File: src/rtl/mcp_pkg.sv
// Shared definitions for the MCP CDC transfer: FSM state encoding and synchroniser depth.
package mcp_pkg;

  typedef enum logic {
    MCP_IDLE  = 1'b0,
    MCP_VALID = 1'b1
  } mcp_state_e;

  localparam int unsigned MCP_SYNC_STAGES = 2;

endpackage

File: src/rtl/mcp_tgl_sync.sv
// Toggle synchroniser: SYNC_STAGES flop chain followed by an edge detector that emits
// a one-cycle pulse for every level change of the asynchronous input toggle.
module mcp_tgl_sync #(
  parameter int unsigned SYNC_STAGES = 2
) (
  input  logic clk,
  input  logic rst_n,
  input  logic tgl,
  output logic pulse
);

  logic [SYNC_STAGES-1:0] chain;
  logic                   tgl_d;

  always_ff @(posedge clk or negedge rst_n) begin
    if (!rst_n) begin
      chain <= '0;
      tgl_d <= 1'b0;
    end else begin
      chain <= {chain[SYNC_STAGES-2:0], tgl};
      tgl_d <= chain[SYNC_STAGES-1];
    end
  end

  assign pulse = chain[SYNC_STAGES-1] ^ tgl_d;

endmodule

File: src/rtl/b_rx_fsm.sv
// Destination half of the MCP CDC transfer: synchronises a_en, captures a_data and offers it
// as valid/ready, toggling b_ack per consumed word. Optional sticky overrun flag: B_RX_OVERRUN_EN.
module b_rx_fsm
  import mcp_pkg::*;
#(
  parameter int unsigned DW          = 8,
  parameter int unsigned SYNC_STAGES = MCP_SYNC_STAGES
) (
  input  logic          clk_b,
  input  logic          rstn_b,
  input  logic          a_en,
  input  logic [DW-1:0] a_data,
  input  logic          b_ready,
  output logic          b_valid,
  output logic [DW-1:0] b_data,
  output logic          b_ack
`ifdef B_RX_OVERRUN_EN
  ,
  output logic          b_ovr
`endif
);

  mcp_state_e state;
  logic       b_load;

  mcp_tgl_sync #(
    .SYNC_STAGES(SYNC_STAGES)
  ) u_en_sync (
    .clk  (clk_b),
    .rst_n(rstn_b),
    .tgl  (a_en),
    .pulse(b_load)
  );

  // a_data is only sampled on b_load in IDLE; a load while VALID is dropped.
  always_ff @(posedge clk_b or negedge rstn_b) begin
    if (!rstn_b) begin
      state   <= MCP_IDLE;
      b_valid <= 1'b0;
      b_data  <= '0;
      b_ack   <= 1'b0;
    end else begin
      case (state)
        MCP_IDLE: begin
          if (b_load) begin
            b_data  <= a_data;
            b_valid <= 1'b1;
            state   <= MCP_VALID;
          end
        end
        MCP_VALID: begin
          if (b_ready) begin
            b_ack   <= ~b_ack;
            b_valid <= 1'b0;
            state   <= MCP_IDLE;
          end
        end
        default: begin
          b_valid <= 1'b0;
          state   <= MCP_IDLE;
        end
      endcase
    end
  end

`ifdef B_RX_OVERRUN_EN
  always_ff @(posedge clk_b or negedge rstn_b) begin
    if (!rstn_b) begin
      b_ovr <= 1'b0;
    end else if (b_load && (state == MCP_VALID)) begin
      b_ovr <= 1'b1;
    end
  end
`endif

endmodule

File: config.mk
export PLATFORM = sky130hd
export DESIGN_NAME = b_rx_fsm
export DESIGN_NICKNAME = d
export VERILOG_FILES = /design/src/rtl/mcp_pkg.sv /design/src/rtl/mcp_tgl_sync.sv /design/src/rtl/b_rx_fsm.sv
export SDC_FILE = /design/constraint.sdc
export NUM_CORES = 1
export LEC_CHECK = 0
export CORE_AREA = 2 2 39 41
export DETAILED_ROUTE_END_ITERATION = 12
export DIE_AREA = 0 0 41 43
export DONT_BUFFER_PORTS = 1
export PLACE_DENSITY = 0.62
export SYNTH_ARGS = -nofsm -noshare
export SYNTH_HDL_FRONTEND = slang
export SYNTH_SLANG_ARGS = --single-unit
File: constraint.sdc
create_clock -name clk_b -period 3.7 [get_ports clk_b]
set_input_delay 0.37 -clock clk_b [delete_from_list [all_inputs] [get_ports clk_b]]
set_output_delay 0.37 -clock clk_b [all_outputs]
set_load 0.02 [all_outputs]
# ---- After elaboration in Yosys (flattened, before gate mapping)
# Index checks and enable logic that the tools add are counted.
# Widths: inputs -> output; s select.
dict set report classes {
  eq_ne 2
  n_mux 6
  bitwise 3
  n_reduce_logical 3
}
# operator n
set op_table {}
lappend op_table {{$reduce_and 2->1} 3}
lappend op_table {{$mux 1} 4}
lappend op_table {{$ne 2x2->1 const B} 2}
lappend op_table {{$pmux 1 s2} 2}
lappend op_table {{$not 1->1} 2}
lappend op_table {{$xor 1x1->1} 1}
dict set report word_totals {
  reg_bits 14
  wordCells 20
}

# ---- Depth between registers and ports, before layout
# Gate-level depths: netlist (run 1).
dict set report depth {
  depth_word 3
  ltp_mapped 4
}

# ---- By module
# A second synthesis (run 1) with hierarchy kept.
dict set report unflattened {
  cells_unflattened 31
  hier_area_um2 533.0
}
# mod instances cells_per_inst area_each_um2
set by_module_without_submodules {}
lappend by_module_without_submodules {b_rx_fsm 1 27 449.2}
lappend by_module_without_submodules {mcp_tgl_sync 1 4 83.8}

# ---- Least setup slack after synthesis (run 1)
# OpenSTA, ideal clock, no wires.
dict set report synth_timing {
  path_kind {register to register}
  from {reg u_en_sync.tgl_d}
  to {reg b_data[0]}
  setup_time_ns 0.125
  arrival_time_ns 1.141
  slack_ns 2.434
  stages_incl_launch_ff 5
  synth_period_minus_slack_ns 1.266
  cell_sequence {dfrtp_1 > xor2_1 > and2b_1 > buf_6 > mux2_4}
}
dict set report synth_via {
  elab_chain_cells 2
}
# item line
set synth_lines {}
lappend synth_lines {{from (decl)} mcp_tgl_sync.sv:13} ;# logic tgl_d;
lappend synth_lines {{from (signal assigned)} mcp_tgl_sync.sv:21} ;# tgl_d <= chain[SYNC_STAGES-1];
lappend synth_lines {{$xor 1x1->1} mcp_tgl_sync.sv:25} ;# assign pulse = chain[SYNC_STAGES-1] ^ tgl_d;
lappend synth_lines {{$reduce_and 2->1 (no line)} n/a}
lappend synth_lines {{to (signal assigned)} b_rx_fsm.sv:46} ;# b_data <= a_data;
lappend synth_lines {{to (decl)} b_rx_fsm.sv:15} ;# output logic [DW-1:0] b_data,
# Every way passes these cells.
# A chain may end at the register's enable or synchronous reset.

# ---- Final worst setup path (run 1)
dict set report layout_timing {
  from {reg u_en_sync.tgl_d}
  to {reg b_data[4]}
}
# Same word-level chain as after synthesis.

==> results of run 1 <==
-- layer usage --
metal	vias to the layer above	part of all wire, %	global-route usage [%]	routed length, µm
li1	109	-	-	-
met5	-	0	0	0
met2	14	49	16.3	382
met4	0	0	6.00	0
met3	0	8.7	7.33	67
met1	125	42	13.2	324
-- worst paths after layout --
check	start	depth (start not counted)	to	slack, ps
worst max register to register	u_en_sync.tgl_d	3	b_data[4]	2210
worst min register to register	u_en_sync.chain[0]	0	u_en_sync.chain[1]	360
worst min-delay path	a_en	0	u_en_sync.chain[0]	130
max in group asynchronous	rstn_b	1	u_en_sync.tgl_d	2770
worst max-delay path	u_en_sync.tgl_d	3	b_data[4]	2210
min in group asynchronous	rstn_b	1	b_data[1]	540
-- worst max-delay path, stage by stage, from the launching register on --
cell and delay, ps:
dfrtp_1 380, xor2_1 220, and2b_1 450, mux2_4 340
-- cell usage in the layout (no fill, tap or decap) --
| master | count |
|---|---|
| dfrtp_1 | 14 |
| o21a_1 | 1 |
| dlygate4sd3_1 | 1 |
| nand2_1 | 1 |
| nor2_1 | 1 |
| and2b_1 | 1 |
| clkbuf_4 | 3 |
| xor2_1 | 1 |
| mux2_4 | 8 |
| inv_1 | 1 |
| o22ai_1 | 1 |
| xnor2_1 | 1 |
-- through the flow --
stage                     cells  hold WS, ps  instance area [µm²]
after global routing         50          111                  573
after global placement       46         74.7                  541
after detailed placement     46         74.7                  541
after floorplan              31         74.4                  532
final                        50          126                  573
after CTS                    50          120                  573
-- kinds of logic (layout without fill, tap and decap cells) --
kind of cell    count (synthesis)  after routing  synth area share (%)
compound gates                  2              2                  2.59
simple gates                    3              3                  2.82
mux                             8              8                  22.6
xor+xnor                        2              2                  3.29
buf+inv                         2              5                  2.82
flops                          14             14                  65.9
-- state kept, by name, indices dropped and copies added (netlist names) --
| signal | flops |
|---|---|
| b_ack | 1 |
| b_data | 8 |
| b_valid | 1 |
| state | 1 |
| u_en_sync.chain | 2 |
| u_en_sync.tgl_d | 1 |
-- power by group --
part,internal (W),switching (W)
clock,0.0000376,0.0000430
sequential,0.000198,0.0000876
combinational,0.0000567,0.0000234
total,0.000293,0.000154
-- area by class of cell --
type	instances	area, µm²	area share, %
sequential	14	350	61.1
multi-input combinational	15	166	29.0
clock buffer	3	22.5	3.93
tap	16	20.0	3.49
timing repair buffer	1	10.0	1.75
inverter	1	3.75	0.655
==> summary.md, run 1 <==
| Metric | Value |
|---|---|
| Status | finished clean |
| Final worst slack | 2210 ps |
| Num CTS Buffers | 3 |
| Commonest cells in the netlist | dfrtp_1 (14), mux2_4 (8) |
| Max cap viols | 0 |
| Die area | around 1800 µm² |
| Endpoint class of the critical path | register |
| Grt total ovfl | 0 |
| Clock Tree Buf Depth | 2 |
| Final min period | 1490 ps |
| Ys flop type | dfrtp_1 |
| CP Data Required Time | 3860 ps |
| Root Driver | clkbuf_4 |
| # port buffers | 0 |
| Post-cts resize count | 0 |
| Power Density | 780 nW/µm² |
| Setup bufs post-CTS | 0 |
| Share of the synthesized area in the top cell type | 65.9% |
| Most frequent cell after synthesis | dfrtp_1 |
| IR drop worst, VDD | about 260 µV |
| Clock sinks | 14 |
| Drt drc | 0 |
| Depth of the CTS H-tree | 1 |
| Cell Rows | 14 |
| Total track usage | 11.6% |
| Yosys warnings | 0 |
| Worst-Margin Slew | approximately 600 ps |
| Via-per-instance ratio | between 4 and 5 |
| Overall power consumption | between 0.0004 and 0.0005 W |
| Setup_tns | 0 ps |
| Mapped Cells | 31 |
| Share of cells above drive strength 1 | 32.4% |
| Gpl congestion | around 0.53 |
| Final Setup Violations | 0 |
| CTS clock-pin slew for the worst setup and hold paths | approximately 80 ps |
| # fillers | 136 |
| Mapped Nets | between 40 and 50 |
| Largest fanout on the critical path | 8 |
| CTS tree | done |
| LEAKAGE | roughly 0.27 nW |
| Number of enable flip-flop cells after synthesis | 0 |
| DR iter-0 viols | 2 |
| Initial core utilization | roughly two fifths |
| Synthesized area | 532 µm² |
| Post-synthesis sequential area ratio | 65.9% |
| Synth cell types | 11 |
| Min-Delay Path Class | input pin to register |
| ANT cells | 0 |
| Crit path kind | register to register |
| Routed Antenna Nets | 0 |
| Vias in the first global route | 313 |
| Post-Route WL | 774 µm |
| Startpoint types | register |
| RSZ-0062 raised after global routing | false |
| Clock skew | 1.52 ps |
| Largest net degree at the start of global routing | 15 |
| Final worst-path cycle share | 40.4% |
| Die H | 43 µm |
| Final nets | 48 |
| Post-synth top area cell | dfrtp_1 |
| Clock Latency Late Sink | 270 ps |
| CP Data Arrival Time | 1650 ps |
| Global-route wire length before repair | between 1 and 1.5 mm |
| Ys async rst share | 100% |
| Max Slew Vio Count | 0 |
| Hold_buf cts | 1 |
| Syn Area/Cell | 17.2 µm² |
| Final hold violation count | 0 |
| Synth Register Bits | 14 |
| F_max | between 0.6 and 0.7 GHz |
| IO Count | 22 |
| First-pass DRT Iterations | 2 |
| Post-Place Setup Slack | approximately 2200 ps |
| Synth top area cells | dfrtp_1 (66%), mux2_4 (23%), buf_6 (2.1%), xnor2_1 (1.6%), xor2_1 (1.6%) |
| Core box area | around 1400 µm² |
| Syn-to-layout area delta | 7.76% |
| Die width | between 40 and 50 µm |
| Fin util | 41.4% |
| DR WL/cell | 15.5 µm |
| Antenna violations before repair | 0 |
| Vias post-DR | between 200 and 250 |
| Slew margin rel. | about 60% |
No activity file was read; power rests on OpenSTA's default activity.
==> run 2: changes to the inputs <==
--- a/config.mk
+++ b/config.mk
@@ -5,11 +5,12 @@
 export SDC_FILE = /design/constraint.sdc
 export NUM_CORES = 1
 export LEC_CHECK = 0
+export ABC_AREA = 1
 export CORE_AREA = 2 2 39 41
 export DETAILED_ROUTE_END_ITERATION = 12
 export DIE_AREA = 0 0 41 43
 export DONT_BUFFER_PORTS = 1
-export PLACE_DENSITY = 0.62
+export PLACE_DENSITY = 0.64
 export SYNTH_ARGS = -nofsm -noshare
 export SYNTH_HDL_FRONTEND = slang
 export SYNTH_SLANG_ARGS = --single-unit
==> constraint.sdc (replaced) <==
create_clock -name clk_b -period 1.35 [get_ports clk_b]
set_input_delay 0.135 -clock clk_b [delete_from_list [all_inputs] [get_ports clk_b]]
set_output_delay 0.135 -clock clk_b [all_outputs]
set_load 0.02 [all_outputs]
==> run 2 against run 1 <==
The flow now finishes with violations (negative hold slack). Clock power grew to 3.8 times the previous value. Worst setup slack lost 1800 ps. Sequential power grew to 2.5 times the previous value. Via count grew 48%. Non-clock buffer count grew 5. Largest power group unchanged.
==> summary.md, run 2 <==
| Metric | Value |
|---|---|
| Clock Latency Late Sink | 280 ps |
| Max cap viols | 0 |
| Yosys warnings | 0 |
| Largest net degree at the start of global routing | 15 |
| Share of cells above drive strength 1 | approximately 14% |
| Compound-Gate Fraction of Synth Area | 0.941% |
| Failing checks | negative hold slack |
| Multiplexer share of the synthesized area | 0% |
| Post-synthesis sequential area ratio | 65.9% |
| Overall power consumption | 0.00119 W |
| Power Density | ~1800 nW/µm² |
| Synth Area in Adders | 0% |
| Die area | 1760 µm² |
| Max Slew Vio Count | 0 |
| Final hold slack | -2.65 ps |
| Status | finished with violations |
| Ys flop type | dfrtp_1 |
| Final Setup Violations | 0 |
| DR iter-0 viols | 3 |
| Switching pwr | 0.000433 W |
| Via-per-instance ratio | approximately 5 |
| Commonest cells in the netlist | nand2_1 (19), dfrtp_1 (14), nand4_1 (8), inv_1 (2) |
| Num CTS Buffers | 3 |
| Startpoint types | register |
| Clock Tree Buf Depth | 2 |
| DR WL/cell | roughly 14 µm |
| LEAKAGE | 0.324 nW |
| Commonest non-fill, non-tap cell in the layout | nand2_1 |
| Slew margin rel. | 59.5% |
| Internal Power | about 0.00076 W |
| Post-cts resize count | 0 |
| Depth of the CTS H-tree | 1 |
| Synthesized area | 532 µm² |
| Cell Count, Final, Fillers Out | 75 |
| Largest register FFs | 8 |
| Clock share of power | 25.5% |
| ANT cells | 0 |
| Most used cell, CP | nand2_1 |
| Clock skew | between 6 and 7 ps |
| # fillers | 133 |
| CTS clock-pin slew for the worst setup and hold paths | 90 ps |
| Initial core utilization | 38.4% |
| Grt total ovfl | 0 |
| Setup_tns | 0 ps |
| Reg power frac | 60.2% |
| Die width | between 40 and 50 µm |
| Endpoint class of the critical path | register |
| Final hold violation count | 1 |
| IO Count | 22 |
| Mapped Cells | 49 |
| Routed Antenna Nets | 0 |
| Root Driver | clkbuf_4 |
| Post-Place Setup Slack | 367 ps |
| # port buffers | 0 |
| Commonest non-fill, non-tap cells in the layout | nand2_1 (19), dfrtp_1 (14), nand4_1 (8) |
| Cell Rows | 14 |
| Post-synth top area cell | dfrtp_1 |
| Reg with most FFs | b_data |
| Crit-path cells | nand2_2 -> nand3_4 -> nand2_1 -> nand2_1 |
| RSZ-0062 raised after global routing | false |
| Dpl cells | 65 |
| Syn Area/Cell | 10.9 µm² |
| Final min period | a little under 1000 ps |
| Crit path kind | register to register |
| CTS tree | done |
| Buf/Inv on CP | 0 |
| Antenna violations before repair | 0 |
| Post-DP HPWL | between 700 and 800 µm |
| Largest regs | b_data: 8 flops, u_en_sync.chain: 2 flops |
| Synth cell types | 10 |
| Simple-gate share of the synthesized area | 29.4% |
| Drt drc | 0 |
| Critical Path Slowest Stage Cell | dfrtp_1 |
| Final worst-path cycle share | 72.9% |
| Number of enable flip-flop cells after synthesis | 0 |
| Share of the synthesized area in the top cell type | 65.9% |
| Mapped Nets | 61 |
| Main combinational cell family by area after synthesis | simple AND/OR/NAND/NOR gates |
| Total track usage | 15.0% |
| Syn-to-layout area delta | 21.9% |
| CP Data Arrival Time | 1160 ps |
| Largest fanout on the critical path | 10 |
| Final worst slack | between 300 and 400 ps |
| Synth Register Bits | 14 |
| Ys async rst share | 100% |
| Register area | between 300 and 400 µm² |
| Gpl congestion | 0.660 |
| Core box area | 1380 µm² |
| CP Data Required Time | 1520 ps |
| CP max stage delay | around 410 ps |
| Final nets | 72 |
| Post-Synth XOR/XNOR Area | 1.65% |
| Cell family with most CP delay | simple AND/OR/NAND/NOR gates |
| Global-route wire length before repair | 1.74 mm |
| Post-Route WL | 1.02 mm |
| Synth top area cells | dfrtp_1 (66%), nand2_1 (13%), nand4_1 (9.4%), nand3_4 (3.3%), nand2_4 (2.1%) |
| Vias post-DR | 368 |
| Clock sinks | 14 |
| Min-Delay Path Class | input pin to register |
| Most frequent cell after synthesis | nand2_1 |
| First-pass DRT Iterations | 2 |
| Worst-Margin Slew | ~600 ps |
| F_max | a little over 1 GHz |
| Logic pwr share | 14.3% |
| Sw Ratio | 36.4% |
| Vias in the first global route | 419 |
| Die H | around 43 µm |
| Multi-input gate area | around 170 µm² |
| IR drop worst, VDD | 846 µV |
-- run 2: changes by cell type after synthesis, sizes merged, moves of 2 or more --
cell   before  now
inv         1    3
mux2        8    0
nand2       1   21
nand4       0    8
-- run 2: kinds of logic after synthesis --
logic type	count (synthesis)
flops	14
xor+xnor	1
simple gates	30
compound gates	1
buf+inv	3
-- run 2: final timing paths --
path	startpoint	to	slack (ps)	depth (start not counted)
min in group asynchronous	rstn_b	b_data[4]	290	1
hold / removal	a_data[3]	b_data[3]	-3	2
max in group asynchronous	rstn_b	state	660	1
setup reg to reg	u_en_sync.chain[1]	b_data[1]	370	4
setup / recovery	u_en_sync.chain[1]	b_data[1]	370	4
hold reg to reg	u_en_sync.chain[0]	u_en_sync.chain[1]	360	0
-- run 2: final cells by class --
cell class | instances | area share (%)
inverters | 3 | 1.74
clock buffers | 4 | 5.60
flip-flops and latches | 14 | 54.1
well taps | 16 | 3.09
repair buffers | 6 | 9.27
multi-input cells | 32 | 26.3
-- run 2: power groups by stage --
stage	clock [W]	combinational [W]	sequential (W)
floorplan	0	0.000127	0.000704
global placement	0	0.000145	0.000724
detailed placement	0	0.000152	0.000724
CTS	0.000310	0.000174	0.000718
global route	0.000328	0.000205	0.000732
finish	0.000304	0.000170	0.000716
-- run 2: metal layers --
layer  wire length, µm  global-route usage (%)  vias to the layer above
met3                97                    5.76                        3
met2               462                    21.9                       17
li1                  -                       -                      185
met5                 0                       0                        -
met4                24                    10.0                        0
met1               436                    17.3                      163
-- run 2: what timing repair did --
item | CTS | global route
setup buffers | 0 | 0
endpoints found under the hold margin | 19 | 0
hold buffers | 6 | 0
-- run 2: metrics by stage --
step	hold slack, ps	cell area [µm²]	util (%)
6_report	-2.65	648	46.8
4_1_cts	0.0347	648	46.8
3_3_place_gp	-160	552	39.9
3_5_place_dp	-160	552	39.9
5_1_grt	7.46	648	46.8
2_1_floorplan	-161	532	-
==> run 3: changes to the inputs <==
--- a/config.mk
+++ b/config.mk
@@ -10,7 +10,7 @@
 export DETAILED_ROUTE_END_ITERATION = 12
 export DIE_AREA = 0 0 41 43
 export DONT_BUFFER_PORTS = 1
-export PLACE_DENSITY = 0.64
+export PLACE_DENSITY = 0.62
 export SYNTH_ARGS = -nofsm -noshare
 export SYNTH_HDL_FRONTEND = slang
 export SYNTH_SLANG_ARGS = --single-unit
==> constraint.sdc (replaced) <==
create_clock -name clk_b -period 1 [get_ports clk_b]
set_input_delay 0.1 -clock clk_b [delete_from_list [all_inputs] [get_ports clk_b]]
set_output_delay 0.1 -clock clk_b [all_outputs]
set_load 0.02 [all_outputs]
==> run 3 against run 2 <==
The flow now finishes without violations. Final cell count up 12%. Design area is 16% higher. Total power rose by 42%.
==> summary.md, run 3 (synthesized netlist as in run 2, its figures left out) <==
| Metric | Value |
|---|---|
| Overall power consumption | 0.00169 W |
| Slew margin rel. | 57.7% |
| Largest fanout on the critical path | 5 |
| # port buffers | 0 |
| # fillers | 114 |
| Syn-to-layout area delta | 41.6% |
| Setup bufs post-CTS | 0 |
| F_max | 1.04 GHz |
| Flop2flop setup slack | 40 ps |
| Startpoint types | register |
| Num CTS Buffers | 3 |
| IR drop worst, VDD | 910 µV |
| Post-place instance area | 567 µm² |
| Die width | just over 40 µm |
| ANT cells | 0 |
| Via-per-instance ratio | around 5 |
| CP Data Required Time | 1180 ps |
| Multi-input gate area | 206 µm² |
| Final hold violation count | 0 |
| Clock sinks | 14 |
| Fin util | 54.4% |
| Worst r2r src | u_en_sync.chain[1] |
| Final Setup Violations | 0 |
| Total track usage | between 10% and 20% |
| Commonest non-fill, non-tap cells in the layout | nand2_1 (16), dfrtp_1 (14), dlygate4sd3_1 (11) |
| CTS tree | done |
| Final nets | 81 |
| Die area | 1760 µm² |
| Post-Route WL | 1.23 mm |
| Largest net degree at the start of global routing | 15 |
| Setup_tns | 0 ps |
| Max cap viols | 0 |
| First-pass DRT Iterations | 4 |
| Clock skew | 8.43 ps |
| Final worst slack | 41.3 ps |
| Final Instance Area | 753 µm² |
| Worst Reg2Reg Path Length in Cells | 5 |
| IO Count | 22 |
| Die H | 43 µm |
| Clock Tree Buf Depth | 2 |
| Antenna violations before repair | 0 |
| Largest regs | b_data: 8 flops, u_en_sync.chain: 2 flops |
| Commonest non-fill, non-tap cell in the layout | nand2_1 |
| Clock Latency Late Sink | 290 ps |
| Core box area | 1380 µm² |
| Initial core utilization | 38.4% |
| Drt drc | 0 |
| Post-Place Setup Slack | 43.4 ps |
| Min-Delay Path Class | input pin to async pin |
| Share of cells above drive strength 1 | 25.0% |
| Vias post-DR | 414 |
| Final min period | between 900 and 1000 ps |
| Worst-Margin Slew | 632 ps |
| RR Endpoint | b_data[0] |
| CTS clock-pin slew for the worst setup and hold paths | roughly 90 ps |
| Gpl congestion | 0.693 |
| Endpoint class of the critical path | register |
| Register area | around 350 µm² |
| Cell Rows | 14 |
| RSZ-0062 raised after global routing | true |
| Reg with most FFs | b_data |
| Max Slew Vio Count | 0 |
| Status | finished clean |
| Crit path kind | register to register |
| Largest register FFs | 8 |
| Root Driver | clkbuf_4 |
| Routed Antenna Nets | 0 |
| Vias in the first global route | just over 400 |
| Grt total ovfl | 0 |
| Power Density | approximately 2200 nW/µm² |
| DR iter-0 viols | 6 |
| Depth of the CTS H-tree | 1 |
| Final worst-path cycle share | 95.9% |
| CP Data Arrival Time | around 1100 ps |
| Global-route wire length before repair | 1.64 mm |
| DR WL/cell | 14.6 µm |
| LEAKAGE | 0.366 nW |
## run 3: cell count changes in the layout (fill, tap and decap cells not counted)
cell	delta
buf_4	+1
buf_6	+1
nand3_4	+1
inv_2	+2
nand2_1	-3
inv_1	-2
nand2_2	+3
dlygate4sd3_1	+5
nand2_4	+1
## run 3: per-layer routing
metal / track usage (%) / part of all wire [%] / vias to the layer above
met1: 15.8 / 39 / 193
met5: 0 / 0 / -
li1: - / - / 203
met2: 22.2 / 55 / 16
met4: 12.0 / 1.1 / 0
met3: 3.14 / 5.1 / 2
## run 3: where the power goes
part	leakage, nW	internal, W	switching (W)
Sequential	0.168	0.000705	0.000267
Combinational	0.177	0.000135	0.000166
Clock	0.0210	0.000222	0.000197
## run 3: worst max-delay path, cell delays in order, from the launching register on
cell and delay (ps):
dfrtp_1 420, inv_2 80, nand2_4 110, nand3_4 110
nand2_1 80, nand2_1 60
## run 3: worst max path at each step
| stage | start | end | slack [ps] | cells past startpoint |
|---|---|---|---|---|
| global route | u_en_sync.tgl_d | b_data[0] | -20 | 5 |
| global placement | u_en_sync.chain[1] | b_data[4] | 80 | 5 |
| finish | u_en_sync.chain[1] | b_data[0] | 40 | 5 |
| floorplan | u_en_sync.chain[1] | b_data[0] | 120 | 4 |
| CTS | u_en_sync.chain[1] | b_data[2] | 40 | 5 |
| detailed placement | u_en_sync.chain[1] | b_data[2] | 40 | 5 |
## run 3: through the flow
step,hold slack (ps),instances
2_1_floorplan,-196,49
3_3_place_gp,-195,67
3_5_place_dp,-195,67
4_1_cts,278,82
5_1_grt,319,84
6_report,265,84
## run 3: layout make-up
cell class | instances | share of cell area, %
timing repair buffer | 13 | 17.1
clock buffer | 4 | 4.82
tap | 16 | 2.66
multi-input combinational | 34 | 27.4
sequential | 14 | 46.5
inverter | 3 | 1.50
## run 3: timing repair
action | CTS | global route
hold buffers | 11 | 0
endpoints found under the hold margin | 25 | 0
gates resized for setup | 0 | 8
endpoints found under the setup margin | 0 | 9
